## config.mk

```make
export PLATFORM = sky130hd
export DESIGN_NAME = gpr_select_file
export DESIGN_NICKNAME = d
export VERILOG_FILES = /design/src/rtl/gpr_select_file.sv
export SDC_FILE = /design/constraint.sdc
export NUM_CORES = 1
export LEC_CHECK = 0
export CORE_MARGIN = 2
export CORE_UTILIZATION = 35
export DETAILED_ROUTE_END_ITERATION = 7
export HOLD_SLACK_MARGIN = 0.06
export SYNTH_ARGS = -nofsm -noshare
export SYNTH_HDL_FRONTEND = slang
export SYNTH_SLANG_ARGS = --single-unit
```

## constraint.sdc

```tcl
create_clock -name clock -period 18.3 [get_ports clock]
set_input_delay 2.745 -clock clock [delete_from_list [all_inputs] [get_ports clock]]
set_output_delay 2.745 -clock clock [all_outputs]
set_load 0.05 [all_outputs]
```

## src/rtl/gpr_select_file.sv

```systemverilog
// Bus consumer: instruction register, 16 GPRs and the field-select/encode
// logic that turns IR register fields into one-hot Rin/Rout enables.
module gpr_select_file #(
    parameter int DATA_W = 32,
    parameter int NREG   = 16,
    parameter int C_W    = 19
) (
    input  logic                     clock,
    input  logic                     clear,
    input  logic [DATA_W-1:0]        BusMuxOut,
    input  logic                     IRin,
    input  logic                     Gra,
    input  logic                     Grb,
    input  logic                     Grc,
    input  logic                     Rin,
    input  logic                     Rout,
    input  logic                     BAout,
    output logic [DATA_W-1:0]        IR,
    output logic [NREG*DATA_W-1:0]   R_flat,
    output logic [NREG-1:0]          R_out_sel,
    output logic [NREG-1:0]          R_in_sel,
    output logic [DATA_W-1:0]        C_sign_extended,
    output logic                     sel_error
);

    localparam int IDX_W = $clog2(NREG);

    logic [DATA_W-1:0] r_ir;
    logic [DATA_W-1:0] r_regs [NREG];
    logic              r_sel_error;

    logic [IDX_W-1:0]  w_idx;
    logic              w_any;
    logic              w_multi;
    logic [NREG-1:0]   w_dec;
    logic              w_wr;
    logic              w_ba_zero;

    // Priority Gra > Grb > Grc; a multi-select still decodes, but is flagged.
    always_comb begin
        w_idx = '0;
        if (Gra) begin
            w_idx = r_ir[26 -: IDX_W];
        end else if (Grb) begin
            w_idx = r_ir[22 -: IDX_W];
        end else if (Grc) begin
            w_idx = r_ir[18 -: IDX_W];
        end
    end

    assign w_any   = Gra | Grb | Grc;
    assign w_multi = (Gra & Grb) | (Gra & Grc) | (Grb & Grc);
    assign w_dec   = {{(NREG-1){1'b0}}, 1'b1} << w_idx;
    assign w_wr    = Rin & w_any & ~clear;

    assign R_in_sel  = w_wr ? w_dec : '0;
    assign R_out_sel = ((Rout | BAout) & w_any & ~clear) ? w_dec : '0;

    always_ff @(posedge clock or posedge clear) begin
        if (clear) begin
            r_ir <= '0;
        end else if (IRin) begin
            r_ir <= BusMuxOut;
        end
    end

    // Decode uses the pre-edge IR, so IRin+Rin writes at the old index.
    always_ff @(posedge clock or posedge clear) begin
        if (clear) begin
            for (int i = 0; i < NREG; i++) begin
                r_regs[i] <= '0;
            end
        end else if (w_wr) begin
            r_regs[w_idx] <= BusMuxOut;
        end
    end

    always_ff @(posedge clock or posedge clear) begin
        if (clear) begin
            r_sel_error <= 1'b0;
        end else if (w_multi) begin
            r_sel_error <= 1'b1;
        end
    end

    assign w_ba_zero = BAout & w_any & (w_idx == '0);

    always_comb begin
        for (int i = 0; i < NREG; i++) begin
            R_flat[i*DATA_W +: DATA_W] = r_regs[i];
        end
        if (w_ba_zero) begin
            R_flat[0 +: DATA_W] = '0;
        end
    end

    assign IR              = r_ir;
    assign sel_error       = r_sel_error;
    assign C_sign_extended = {{(DATA_W-C_W){r_ir[C_W-1]}}, r_ir[C_W-1:0]};

endmodule

```

### Word level (Yosys, flattened, before mapping)

Index checks and enable logic that the tools add are counted.

| operators by class | value |
|---|---|
| $lt $le $gt $ge | 2 |
| shifts and indexed selects | 1 |
| multiplexer cells | 9 |
| bitwise operators | 16 |
| reduce and logical (&&, ||, !) cells | 2 |

Operators by type and width:

| kind | number |
|---|---|
| $bwmux 512 | 1 |
| $demux 32 s4 | 1 |
| $mux 32 | 2 |
| $mux 16 | 2 |
| $shl 1x4->16 const A | 1 |
| $mux 4 | 3 |
| $and 1x1->1 | 9 |
| $ge 5x5->1 const B | 1 |
| $lt 5x1->1 const B | 1 |
| $not 4->5 | 1 |
| $or 1x1->1 | 5 |
| $logic_not 4->1 | 1 |
| $logic_and 1x1->1 | 1 |
| $not 1->1 | 1 |

| storage, ports and cells | value |
|---|---|
| register bits | 545 |
| bits of input ports | 41 |
| output and inout port bits | 609 |
| logic and storage cells | 48 |

### Logic depth before layout (Yosys ltp)

Gate-level depths: netlist of the first run.

| logic depth | value |
|---|---|
| word-level depth | 9 |
| gate-level depth with buffers | 9 |
| mapped depth without buffers | 5 |

### Least setup slack after synthesis of the first run

No wires, ideal clock.

| timing path | value |
|---|---|
| path type | input -> output |
| start point | in clear |
| end point | out R_in_sel[4] |
| data arrival time | 16.445 ns |
| required time | 15.555 ns |
| slack | -0.890 ns |
| stages | 8 |
| path buffers | 3 |
| cells stage by stage | inv_1 and3_1 buf_6 nand3_2 or3_1 buf_6 buf_6 inv_1 |

| between the ends | value |
|---|---|
| word-level cells in the longest chain between the ends | 3 |

RTL lines:

| item | line | text |
|---|---|---|
| start, declared | 9 | `input logic clear,` |
| $not 1->1 | 54 | `assign w_wr = Rin & w_any & ~clear;` |
| $and 1x1->1 | 54 |  |
| $mux 16 | 56 | `assign R_in_sel = w_wr ? w_dec : '0;` |
| end, declared | 21 | `output logic [NREG-1:0] R_in_sel,` |

Every way passes these cells.

### Final worst setup path of the first run

| timing path | value |
|---|---|
| start point | in clear |
| end point | out R_in_sel[10] |

The elaborated chain is that of the path after synthesis.

==> results.cfg, run 1 <==
[synthesis]
avgSynthCellArea_sq_um = 13.8
synth_top_area_cell = dfrtp_1
synth_commonest_cells = 545 x dfrtp_1, 517 x buf_4, 479 x mux2_2
ys_seq_elements = 545
yosys_warnings = 0
synth-main-ff-cell = dfrtp_1
yosysSeqAreaShare_pct = 54.4
syn-cell-area_sq_um = 25100
synth_edf_count = 0
yosysMostFrequentCell = dfrtp_1
synthArstFlopShare_pct = 100
synth_nets = 1853
syn-instance-count = 1812
yosysTopAreaCellShare_pct = 54.4
ys_types = 34
ys_top_cells_by_area = dfrtp_1 54%, mux2_2 22%, buf_4 15%

[run]
cap_viol_max_count = 0

[clock_tree]
cts.sinks = 545
clock_latency_ns = 0.62
numCtsBuffers = 60
path_clk_slew_ns = 0.06
cts_tree = done
ctsResizeCount = 0
cts_buffer_depth = 3
cts_hold_buf = 0
cts-root-buf = clkbuf_16
cts_setup_buffers = 0
h-tree-depth = 2

[floorplanning]
io_pins = 650
core-area_sq_um = 71200
row_count = 98
die_area_sq_um = 73800
start_util_pct = 35.2
die_y_um = 272
fp.dieW_um = 272

[setup_path]
critPathMaxFanout = 52
cp.required_ns = 15.55
criticalPathCategory = in -> out
end_kind = primary output
cp.arrival_ns = 6.52
r2r_cells = 7
startpoint_type = input port

[cells_and_area]
fin_cells = 2943
syn_to_final_growth_pct = 22.4
drive_above_1_share_pct = 34.7
nets = 1986
finalInstanceArea_sq_um = 30700

[grt]
first_global_vias = 14428
grt_pass1_wl_mm = 108
gr-total-overflow = 0
grt_antenna_before_repair = 3
grt_usage_pct = 20.1
grt_max_degree = 174

[placed_design]
port_buffers = 649
dpl.cell_count = 2833
dpl_cell_area_sq_um = 28600
hpwl_mm = 52.3
routabilityCongestion = 0.794

[timing]
rsz0062_at_grt = false
clock_skew_ns = 0.0232
slew_headroom_pct = 21.1
worst_pin_slew_ns = 1.18
min_period_ns = 9.27
fin_setup_tns_ns = 0
setup_viol = 0
slew_viol_final = 0
max_freq_mhz = 108
finalHoldViolCount = 0
finalCritPeriodShare_pct = 50.6

[power_and_ir_drop]
p_total_uw = 5650
ir_worst_vdd_v = 0.000100
pwr_density_cell_nw_per_um2 = 184
power_leakage_uw = 0.0137

[worst_hold_path]
hold_path_depth = 1
min_path_type = reg -> reg

[routing]
routed_wl_mm = 75.7
drcViolationCount = 0
drt.antenna.violating_nets = 0
vias = 13664
routedWlPerCell_um = 25.7
drtPass1Iterations = 4
drt-initial-drc-count = 655
drt-vias-per-instance = 4.64

[outcome]
status = completed
[metrics by stage]
step / setup WS, ns / util, % / hold WS, ns
6_report: 9.03 / 43.1 / 0.491
5_1_grt: 8.79 / 43.1 / 0.513
4_1_cts: 8.98 / 43.1 / 0.495
3_5_place_dp: 8.99 / 40.2 / 0.481
3_3_place_gp: 9.04 / 40.2 / 0.478
2_1_floorplan: 3.09 / - / 0.465
[cell families after synthesis]
| kind of cell | Yosys count | synth area share, % |
|---|---|---|
| AO/OA/AOI/OAI | 13 | 0.494 |
| buffers and inverters | 619 | 17.7 |
| flip-flops | 545 | 54.4 |
| multiplexers | 543 | 25.3 |
| AND/OR/NAND/NOR | 92 | 2.12 |
[critical path, stage by stage]
cell and delay [ns]:
clkdlybuf4s50_1 0.48, clkinvlp_4 0.10, buf_4 0.55, and3_1 0.46, nand3_1 0.32, nor2_4 0.42
buf_4 0.44, clkdlybuf4s50_1 0.89
[placed cells by master (no fill, tap or decap), types with 2 or more instances in the layout]
cell / count
and2_1: 32
mux2_2: 479
dfrtp_1: 545
clkinv_4: 3
nand3b_1: 3
nor2_4: 8
clkdlybuf4s50_1: 648
clkbuf_8: 17
clkbuf_16: 61
bufinv_16: 4
inv_6: 2
clkbuf_1: 11
buf_4: 29
nand2b_1: 4
clkinvlp_4: 2
inv_1: 10
a2bb2oi_2: 2
nand3_2: 3
mux2_4: 58
or3_2: 2
nand2_1: 8
or2_2: 4
mux2_1: 6
nand3_1: 3
clkinv_2: 9
nor2_1: 18
a21oi_1: 4
[metal layers]
metal	wire, um	GRT usage, %	part of all wire [%]	vias to the layer above
met2	37100	34.0	49	474
li1	-	-	-	5839
met4	2110	6.04	2.8	4
met1	31200	25.2	41	7236
met5	26	0	0.034	-
met3	5210	5.33	6.9	111
[cell type report]
| type | instances | area (sq um) |
|---|---|---|
| Antenna cell | 1 | 2.50 |
| Clock buffer | 89 | 1800 |
| Clock inverter | 20 | 236 |
| Fill cell | 6495 | 40600 |
| Inverter | 11 | 45.0 |
| Multi-Input combinational cell | 648 | 7040 |
| Sequential cell | 545 | 13600 |
| Tap cell | 950 | 1190 |
| Timing Repair Buffer | 679 | 6730 |
[power by group]
part           switching, uW  internal, uW  total (uW)
clock                    499           736        1240
sequential               205          1560        1770
combinational           1740           905        2650
total                   2440          3210        5650
[state kept, by name, summed over array words and instances, names as in the netlist]
signal,count
r_regs,32
sel_error,1
IR,32
R_flat,480
[final timing paths]
kind	startpoint	to	slack, ns
min in group asynchronous	clear	R_flat[59]	2.76
max in group asynchronous	clear	R_flat[296]	11.63
max reg2reg	IR[18]	R_flat[359]	15.18
min reg2reg	R_flat[195]	R_flat[195]	0.49
min	R_flat[195]	R_flat[195]	0.49
max	clear	R_in_sel[10]	9.03
(Power assumes the default switching activity.)
==> run 2: changes to the inputs <==
- clock period: 18.3 -> 9.46 ns (I/O delays scaled with it)
==> results.cfg, run 2 (synthesized netlist as in run 1, its figures left out) <==
[setup_path]
reg2reg_slack_ns = 6.41
r2r-end = R_flat[335]
cp.arrival_ns = 4.92
r2r_start = IR[18]
end_kind = primary output
cp-endpoint = R_flat[5]
critPathMaxFanout = 23
r2r_cells = 6
cp.required_ns = 8.04
criticalPathCategory = in -> out
startpoint_type = input port
crit_path_start = Gra

[clock_tree]
ctsResizeCount = 0
cts_tree = done
cts-root-buf = clkbuf_16
clock_latency_ns = 0.62
cts_buffer_depth = 3
cts_hold_buf = 0
numCtsBuffers = 58
cts.sinks = 545
cts_setup_buffers = 0
path_clk_slew_ns = 0.06
h-tree-depth = 2

[power_and_ir_drop]
power_leakage_uw = 0.0136
p_comb_share_pct = 47.1
pwr_density_cell_nw_per_um2 = 353
ir_worst_vdd_v = 0.000207
p_clk_share_pct = 21.3
power_frac_seq_pct = 31.7
switchingPower_uw = 4710
switching_share_pct = 43.5
p_int_uw = 6120

[routing]
routed_wl_mm = 74.5
drt.antenna.violating_nets = 0
drcViolationCount = 0
drtPass1Iterations = 4
drt-initial-drc-count = 564
routedWlPerCell_um = 25.3
vias = 13496
drt-vias-per-instance = 4.59

[timing]
clock_skew_ns = 0.0155
finalCritPeriodShare_pct = 67.0
fin_setup_tns_ns = 0
setup_viol = 0
worst_pin_slew_ns = 1.33
finalHoldViolCount = 0
slew_viol_final = 0
slew_headroom_pct = 11.4
min_period_ns = 6.34
rsz0062_at_grt = false
max_freq_mhz = 158

[cells_and_area]
fillers = 6451
mostFrequentLayoutCells = 648 x clkdlybuf4s50_1, 545 x dfrtp_1, 479 x mux2_2
drive_above_1_share_pct = 35.2
finalInstanceArea_sq_um = 30700
layout_commonest_cell = clkdlybuf4s50_1
seqCellArea_sq_um = 13600
syn_to_final_growth_pct = 22.5
multi_input_area_sq_um = 7150
nets = 1979
largest_reg_flops = 480

[floorplanning]
row_count = 98
start_util_pct = 35.2
core-area_sq_um = 71200
fp.dieW_um = 272
die_y_um = 272
io_pins = 650
die_area_sq_um = 73800

[placed_design]
routabilityCongestion = 0.792
dpl_cell_area_sq_um = 28700
hpwl_mm = 50.6
port_buffers = 649

[grt]
first_global_vias = 14544
gr-total-overflow = 0
grt_max_degree = 183
grt_usage_pct = 19.9
grt_pass1_wl_mm = 108
grt_antenna_before_repair = 5

[outcome]
status = completed

[run]
cap_viol_max_count = 0

[worst_hold_path]
min_path_type = reg -> reg
## run 2: worst min-delay path by stage
stage,start,end,slack (ns),depth (start not counted)
2_1_floorplan,R_flat[162],R_flat[162],0.47,1
6_report,sel_error,sel_error,0.49,1
5_1_grt,R_flat[79],R_flat[79],0.51,1
3_3_place_gp,sel_error,sel_error,0.48,1
4_1_cts,sel_error,sel_error,0.49,1
3_5_place_dp,sel_error,sel_error,0.48,1
## run 2: metal layers
layer / vias up / global-route usage (%) / wire, um
li1: 5808 / - / -
met1: 7160 / 24.4 / 30500
met2: 428 / 34.9 / 37600
met3: 100 / 4.85 / 4410
met4: 0 / 5.57 / 1960
met5: - / 0 / 0
## run 2: per-stage QoR
step                setup slack (ns)  hold slack [ns]  utilization (%)  total power (uW)  std cells
finish                          3.12            0.489             43.1             10800       2939
global route                    2.85            0.513             43.1             11200       2938
CTS                             3.02            0.492             43.1             10900       2936
detailed placement              3.03            0.476             40.3              8590       2828
global placement                3.16            0.476             40.3              8540       2828
floorplan                      -3.06            0.465                -              7700       1812
## run 2: critical path: stages
cell	delay (ns)
clkdlybuf4s50_1	0.64
inv_1	0.20
a2bb2oi_2	0.26
nor3_1	0.45
nand4_1	0.55
buf_4	0.44
and2_1	0.22
clkdlybuf4s50_1	0.71
## run 2: power by group through the flow
stage,sequential (uW),clock [uW],combinational [uW]
after detailed placement,3460,0,5130
after global placement,3430,0,5110
after global routing,3520,2460,5250
final,3430,2310,5090
after CTS,3430,2380,5140
after floorplan,3370,0,4320
## run 2: layout make-up
cell class | count | area share [%]
sequential | 545 | 44.4
multi-input combinational | 648 | 23.3
timing repair buffer | 674 | 21.8
clock buffer | 92 | 5.80
tap | 950 | 3.87
clock inverter | 16 | 0.538
inverter | 11 | 0.208
antenna | 3 | 0.0245
